File: config.mk
export PLATFORM = sky130hd
export DESIGN_NAME = mem_sram_ctrl
export DESIGN_NICKNAME = d
export VERILOG_FILES = /design/src/rtl/mem_sram_ctrl.sv
export SDC_FILE = /design/constraint.sdc
export NUM_CORES = 1
export LEC_CHECK = 0
export ABC_AREA = 1
export BUFFER_PORTS_ARGS = -buffer_cell sky130_fd_sc_hd__buf_2
export CORE_ASPECT_RATIO = 0.8
export CORE_MARGIN = 1.5
export CORE_UTILIZATION = 49
export DETAILED_ROUTE_END_ITERATION = 6
export GPL_ROUTABILITY_DRIVEN = 0
export PLACE_DENSITY_LB_ADDON = 0.2
export SYNTH_ARGS = -nofsm -noshare
export SYNTH_HDL_FRONTEND = slang
export SYNTH_SLANG_ARGS = --single-unit
File: constraint.sdc
create_clock -name Clock -period 2.05 [get_ports Clock]
set_clock_uncertainty 0.15 [all_clocks]
set_input_delay 0.1025 -clock Clock [delete_from_list [all_inputs] [get_ports Clock]]
set_output_delay 0.1025 -clock Clock [all_outputs]
set_load 0.1 [all_outputs]
File: src/rtl/mem_sram_ctrl.sv
// ============================================================================
// Module   : mem_sram_ctrl
// Brief    : Single-port SRAM initiator with zero-fill after reset, a request
//            channel and a single-outstanding read-response channel.
// Revision : 1.0
// ============================================================================
`default_nettype none

module mem_sram_ctrl #(
    parameter int WIDTH = 8,
    parameter int DEPTH = 8,
    parameter int ADDR  = 3
) (
    input  logic             Clock,
    input  logic             Reset_n,
    input  logic             req_valid,
    output logic             req_ready,
    input  logic             req_write,
    input  logic [ADDR-1:0]  req_addr,
    input  logic [WIDTH-1:0] req_wdata,
    output logic             rsp_valid,
    input  logic             rsp_ready,
    output logic [WIDTH-1:0] rsp_rdata,
    output logic             init_done,
    output logic             Mem_WE,
    output logic [ADDR-1:0]  Mem_Address,
    output logic [WIDTH-1:0] Mem_Data,
    input  logic [WIDTH-1:0] Mem_Q
);

    localparam int              CNT_W   = ADDR + 1;
    localparam logic [CNT_W-1:0] c_DEPTH = CNT_W'(DEPTH);

    localparam logic [1:0] S_CLEAR = 2'd0;
    localparam logic [1:0] S_IDLE  = 2'd1;
    localparam logic [1:0] S_RD    = 2'd2;
    localparam logic [1:0] S_RSP   = 2'd3;

    logic [1:0]       r_state;
    logic [1:0]       w_state_nxt;
    logic [CNT_W-1:0] r_cnt;
    logic [CNT_W-1:0] w_cnt_nxt;
    logic             r_init_done;
    logic             w_init_nxt;
    logic             r_we;
    logic             w_we_nxt;
    logic [ADDR-1:0]  r_addr;
    logic [ADDR-1:0]  w_addr_nxt;
    logic [WIDTH-1:0] r_data;
    logic [WIDTH-1:0] w_data_nxt;
    logic             r_rsp_valid;
    logic             w_rsp_valid_nxt;
    logic [WIDTH-1:0] r_rsp_rdata;
    logic [WIDTH-1:0] w_rsp_rdata_nxt;
    logic             r_oor;
    logic             w_oor_nxt;

    logic w_acc;
    logic w_in_range;
    logic w_clear_done;

    assign req_ready    = (r_state == S_IDLE);
    assign w_acc        = req_valid & req_ready;
    assign w_in_range   = ({1'b0, req_addr} < c_DEPTH);
    assign w_clear_done = (r_cnt == c_DEPTH);

    always_ff @(posedge Clock or negedge Reset_n) begin
        if (!Reset_n) begin
            r_state <= S_CLEAR;
        end else begin
            r_state <= w_state_nxt;
        end
    end

    always_comb begin
        w_state_nxt = r_state;
        case (r_state)
            S_CLEAR: if (w_clear_done)          w_state_nxt = S_IDLE;
            S_IDLE:  if (w_acc && !req_write)   w_state_nxt = S_RD;
            S_RD:                               w_state_nxt = S_RSP;
            S_RSP:   if (rsp_ready)             w_state_nxt = S_IDLE;
            default:                            w_state_nxt = S_CLEAR;
        endcase
    end

    always_comb begin
        w_we_nxt        = 1'b0;
        w_addr_nxt      = r_addr;
        w_data_nxt      = r_data;
        w_cnt_nxt       = r_cnt;
        w_init_nxt      = r_init_done;
        w_rsp_valid_nxt = r_rsp_valid;
        w_rsp_rdata_nxt = r_rsp_rdata;
        w_oor_nxt       = r_oor;
        case (r_state)
            S_CLEAR: begin
                if (w_clear_done) begin
                    w_init_nxt = 1'b1;
                end else begin
                    w_we_nxt   = 1'b1;
                    w_addr_nxt = r_cnt[ADDR-1:0];
                    w_data_nxt = '0;
                    w_cnt_nxt  = r_cnt + CNT_W'(1);
                end
            end
            S_IDLE: begin
                if (w_acc) begin
                    w_addr_nxt = req_addr;
                    if (req_write) begin
                        // Out-of-range writes are consumed but never reach the array.
                        w_we_nxt   = w_in_range;
                        w_data_nxt = req_wdata;
                    end else begin
                        w_oor_nxt = !w_in_range;
                    end
                end
            end
            S_RD: begin
                w_rsp_valid_nxt = 1'b1;
                w_rsp_rdata_nxt = r_oor ? '0 : Mem_Q;
            end
            S_RSP: begin
                if (rsp_ready) begin
                    w_rsp_valid_nxt = 1'b0;
                end
            end
            default: begin
                w_we_nxt = 1'b0;
            end
        endcase
    end

    always_ff @(posedge Clock or negedge Reset_n) begin
        if (!Reset_n) begin
            r_cnt       <= '0;
            r_init_done <= 1'b0;
            r_we        <= 1'b0;
            r_addr      <= '0;
            r_data      <= '0;
            r_rsp_valid <= 1'b0;
            r_rsp_rdata <= '0;
            r_oor       <= 1'b0;
        end else begin
            r_cnt       <= w_cnt_nxt;
            r_init_done <= w_init_nxt;
            r_we        <= w_we_nxt;
            r_addr      <= w_addr_nxt;
            r_data      <= w_data_nxt;
            r_rsp_valid <= w_rsp_valid_nxt;
            r_rsp_rdata <= w_rsp_rdata_nxt;
            r_oor       <= w_oor_nxt;
        end
    end

    assign init_done   = r_init_done;
    assign Mem_WE      = r_we;
    assign Mem_Address = r_addr;
    assign Mem_Data    = r_data;
    assign rsp_valid   = r_rsp_valid;
    assign rsp_rdata   = r_rsp_rdata;

    a_we_source: assert property (@(posedge Clock) disable iff (!Reset_n)
        Mem_WE |-> ((r_state == S_CLEAR) || $past(w_acc && req_write)));

    a_rsp_hold: assert property (@(posedge Clock) disable iff (!Reset_n)
        (rsp_valid && !rsp_ready) |=> (rsp_valid && $stable(rsp_rdata)));

endmodule

`default_nettype wire

# Word level (Yosys, flattened, before mapping)
# Index checks and enable logic that the tools add are counted.
[op_classes]
add_sub_neg = 1
eq_ne = 10
n_mux = 17
bitwise = 2
reduce_logical = 11
[ops]
columns = ["operator", "count"]
rows = [
  ["$mux 8", 3],
  ["$pmux 8 s2", 1],
  ["$pmux 2 s4", 1],
  ["$mux 2", 3],
  ["$mux 3", 2],
  ["$ne 2x1->1 const B", 3],
  ["$ne 2x2->1 const B", 3],
  ["$pmux 3 s2", 1],
  ["$reduce_and 2->1", 3],
  ["$reduce_and 3->1", 2],
  ["$add 4x1->4 const B", 1],
  ["$eq 2x2->1 const B", 2],
  ["$eq 4x4->1 const B", 1],
  ["$mux 1", 4],
  ["$pmux 1 s2", 2],
  ["$reduce_and 4->1", 1],
  ["$reduce_bool 2->1", 2],
  ["$eq 2x1->1 const B", 1],
  ["$logic_not 2->1", 1],
  ["$and 1x1->1", 1],
  ["$logic_and 1x1->1", 1],
  ["$logic_not 1->1", 1],
  ["$not 1->1", 1],
]
[word_totals]
register_bits = 28
in_bits = 24
output_inout_bits = 23
word_cells = 49

# Depth between registers and ports, before layout
[depth]
depth_word = 5
depth_mapped = 9
mapped_depth_nobuf = 8

# Least setup slack after synthesis
# Ideal clock, no wire load.
[synth_path]
path_kind = "register to register"
start = "reg r_state[1]"
end = "reg r_data[0] (netlist: Mem_Data[0])"
setup_ns = 0.122
arrival_time_ns = 1.966
setup_slack_ns = -0.188
path_stages_with_launch = 9
path_buffers = 1
synth_period_minus_slack_ns = 2.238
path_cell_list = "dfrtp_1 inv_1 ha_1 buf_6 nor2_2 nor2_8 nand3_4 nand2_1 nand2_1"
[synth_between]
elab_chain_cells = 4
elab_cells_between_ends = 9
cone_classes = "4 x eq/ne; 1 x mux; 1 x bitwise; 3 x reduce/logical"
[synth_lines]
columns = ["item", "line", "text"]
rows = [
  ["start, declared", "39", "logic [1:0] r_state;"],
  ["start signal, assigned", "71", "r_state <= w_state_nxt;"],
  ["$eq 2x1->1 (*)", "62", "assign req_ready = (r_state == S_IDLE);"],
  ["net req_ready", "17", "output logic req_ready,"],
  ["$and 1x1->1", "63", "assign w_acc = req_valid & req_ready;"],
  ["$ne 2x1->1 (no line)", "n/a", ""],
  ["$reduce_and 4->1 (no line)", "n/a", ""],
  ["end signal, assigned", "148", "r_data <= w_data_nxt;"],
  ["end, declared", "49", "logic [WIDTH-1:0] r_data;"],
]
# The timed path passes the listed nets; every way through them passes the cells marked *.
# A chain may end at the register's enable or synchronous reset.

# Worst setup path in the final report
[layout_path]
start = "reg r_cnt[0]"
end = "reg r_we (netlist: Mem_WE)"
[layout_between]
elab_chain_cells = 3
[layout_lines]
columns = ["item", "line", "text"]
rows = [
  ["start, declared", "41", "logic [CNT_W-1:0] r_cnt;"],
  ["start signal, assigned", "144", "r_cnt <= w_cnt_nxt;"],
  ["$eq 4x4->1", "65", "assign w_clear_done = (r_cnt == c_DEPTH);"],
  ["$mux 1", "97", "if (w_clear_done) begin"],
  ["$pmux 1 s2", "95", "case (r_state)"],
  ["net w_we_nxt", "46", "logic w_we_nxt;"],
  ["end signal, assigned", "146", "r_we <= w_we_nxt;"],
  ["end, declared", "45", "logic r_we;"],
]
# The timed path passes the listed nets, and every way through them passes these cells.

==> summary.md <==
| Metric | Value |
|---|---|
| DIE HEIGHT | 50.7 µm |
| Initial core utilization | 51.2% |
| Number of optimization iterations in the first detailed-route pass | 4 |
| Synth async-reset ratio | 100% |
| Synth Cell Area | 0.00139 mm² |
| Minimum period implied by the final worst setup slack | 1.98 ns |
| Total length of routed met2 wires | 1600 µm |
| N_diodes | 0 |
| Met1 layer wirelength in the final routing | 1350 µm |
| Area of the die | 0.00318 mm² |
| Highest clock rate | 506 MHz |
| Total congestion overflow after global routing | 0 |
| Amount of wire on met3 after detailed routing | 164 µm |
| Final routed DRC violation total | 0 |
| Clock root buffer master | sky130_fd_sc_hd__clkbuf_4 |
| Share of cells above drive strength 1 | 32.6% |
| Final worst path period share | 96.4% |
| Most frequent cells after synthesis | 44 x sky130_fd_sc_hd__nand2_1, 28 x sky130_fd_sc_hd__dfrtp_1, 19 x sky130_fd_sc_hd__inv_1 |
| Average cell area after synthesis | 9.61 µm² |
| Number of CTS-inserted buffers | 3 |
| Drt wl/cell | 12.4 µm |
| Type of element capturing the critical path | register |
| Standard-cell row count | 17 |
| Worst hold path type | in2reg |
| First-pass GRT wire length | 5190 µm |
| Number of synthesis warnings | 0 |
| Final setup TNS | 0 ns |
| Width of the die | 62.6 µm |
| Synth top area cells | sky130_fd_sc_hd__dfrtp_1 50%, sky130_fd_sc_hd__nand2_1 12%, sky130_fd_sc_hd__mux2_2 6.5%, sky130_fd_sc_hd__nand4_1 6.3%, sky130_fd_sc_hd__ha_1 5.4% |
| Highest metal used | met4 |
| Post-detailed-routing wire length | 3140 µm |
| Number of sinks driven by the clock tree | 28 |
| Sequential-to-total area share from yosys stat | 50.3% |
| Vias per cell | 4.82 |
| ANT nets after route | 0 |
| Final setup violation count | 0 |
| Drt first-iter violations | 31 |
| Clock insertion delay at the later pin of the skew report | 0.34 ns |
| Synthesized Nets | 175 |
| Number of antenna violations at the first check in global routing | 0 |
| Final count of pins violating max slew | 0 |
| Hold Vio Cnt, Final | 0 |
| Pin count of the biggest net entering global routing | 29 |
| Proportion of netlist area held by the largest area contributor | 50.3% |
| Number of cells on the worst hold path | 5 |
| Synth unique cells | 24 |
| Number of enable flip-flop cells after synthesis | 0 |
| Run status | finished, final reports clean |
| Slew @ Worst Pin | 0.616 ns |
| Most numerous cell in the Yosys netlist | sky130_fd_sc_hd__nand2_1 |
| GRT Total Usage | 20.9% |
| Reported max-cap violation count | 0 |
| Top fanout value on the critical path | 7 |
| CTS tree | done |
| Synth Flop Type | sky130_fd_sc_hd__dfrtp_1 |
| Cell depth of the worst flop-to-flop path | 6 |
| Crit Path Category | reg2reg |
| Vias post-DR | 1220 |
| IO Port Bufs | 46 |
| Unrepaired setup endpoints after global routing | no |
| WP data arrival | 2.06 ns |
| Flip-flop and latch count after synthesis | 28 |
| Half-perimeter wire length after detailed placement | 2110 µm |
| Worst slew slack as a fraction of its limit | 58.9% |
| Post-synthesis cell count | 145 |
| Startpoint types | register |
| Net count of the finished layout | 246 |
| Area added between synthesis and finish | 39.9% |
| Largest area contributor in the synthesized netlist | sky130_fd_sc_hd__dfrtp_1 |
| Standard cell core area | 0.00272 mm² |
| Max H-tree Level | 1 |
| Bufs on Longest Clock Path | 2 |
| Top-Level Pins | 47 |
| Clk slew on worst S/H paths | 0.15 ns |
| CP Data Required Time | 2.14 ns |
| Vias in the first global route | 1193 |
-- routing by layer --
metal	track usage, %	vias up
met5	0	-
met4	4.81	0
met3	4.93	5
met2	37.6	36
met1	25.7	577
li1	-	602
-- state kept, by name, indices dropped and copies added, names as in the netlist --
signal       cells
r_state          2
rsp_rdata        8
r_cnt            4
Mem_Data         8
rsp_valid        1
Mem_Address      3
Mem_WE           1
init_done        1
-- cell families after synthesis --
family,after synthesis,synth area share [%]
buffers and inverters,25,7.72
AND/OR/NAND/NOR,68,25.6
multiplexers,8,6.46
AO/OA/AOI/OAI,7,2.69
XOR/XNOR,3,1.89
adder cells (fa/ha/maj),6,5.39
flip-flops,28,50.3
-- stage by stage --
step	hold slack [ns]	instances	setup WS [ns]	cell area, µm²	util, %
global placement	-0.00922	225	0.385	1650	60.4
finish	0.0788	253	0.0730	1950	71.6
global route	0.111	253	0.00232	1950	71.6
CTS	0.0595	252	0.0348	1930	70.8
floorplan	-0.343	145	0.124	1400	-
detailed placement	-0.00186	225	0.313	1650	60.4
-- cell usage in the layout, fill, tap and decap left out, types with 2 or more instances in the layout --
master                           n
sky130_fd_sc_hd__buf_2          46
sky130_fd_sc_hd__nand2_1        43
sky130_fd_sc_hd__dfrtp_1        28
sky130_fd_sc_hd__dlygate4sd3_1  23
sky130_fd_sc_hd__inv_1          19
sky130_fd_sc_hd__nand4_1        14
sky130_fd_sc_hd__mux2_2          8
sky130_fd_sc_hd__o21ai_0         4
sky130_fd_sc_hd__ha_1            4
sky130_fd_sc_hd__clkbuf_4        3
sky130_fd_sc_hd__inv_2           2
sky130_fd_sc_hd__nand3_1         2
sky130_fd_sc_hd__nor2_1          2
sky130_fd_sc_hd__xor2_1          2
-- critical path, stage by stage (launching register included) --
cell and delay [ns]:
sky130_fd_sc_hd__dfrtp_1 0.44, sky130_fd_sc_hd__inv_1 0.12, sky130_fd_sc_hd__ha_1 0.22, sky130_fd_sc_hd__nand3_1 0.12, sky130_fd_sc_hd__nand2_2 0.15, sky130_fd_sc_hd__o31ai_1 0.10, sky130_fd_sc_hd__dlygate4sd3_1 0.58
-- final timing paths --
kind,slack (ns),start,endpoint
setup / recovery,0.07,r_cnt[0]$_DFFE_PN0P_,Mem_WE$_DFF_PN0_
hold / removal,0.08,req_valid,Mem_Address[2]$_DFFE_PN0P_
setup reg to reg,0.07,r_cnt[0]$_DFFE_PN0P_,Mem_WE$_DFF_PN0_
hold reg to reg,0.34,init_done$_DFFE_PN0P_,init_done$_DFFE_PN0P_
max in group asynchronous,1.22,Reset_n,rsp_valid$_DFFE_PN0P_
min in group asynchronous,0.13,Reset_n,Mem_Data[5]$_DFFE_PN0P_
-- layout make-up --
| cell class | instances | area (µm²) |
|---|---|---|
| Inverter | 21 | 78.8 |
| Multi-Input combinational cell | 92 | 603 |
| Clock buffer | 3 | 22.5 |
| Sequential cell | 28 | 701 |
| Tap cell | 38 | 47.5 |
| Clock inverter | 1 | 30.0 |
| Timing Repair Buffer | 70 | 468 |
| Fill cell | 214 | 772 |
-- timing repair --
item / 4_1_cts / 5_1_grt
endpoints found under the setup margin: 0 / 2
hold buffers: 23 / 0
hold endpoints to repair: 51 / 0
resized for setup: 0 / 3
setup buffers: 0 / 1
Power is not shown: default switching activity piles up to over one toggle a cycle in this logic, so the estimate is an artifact.
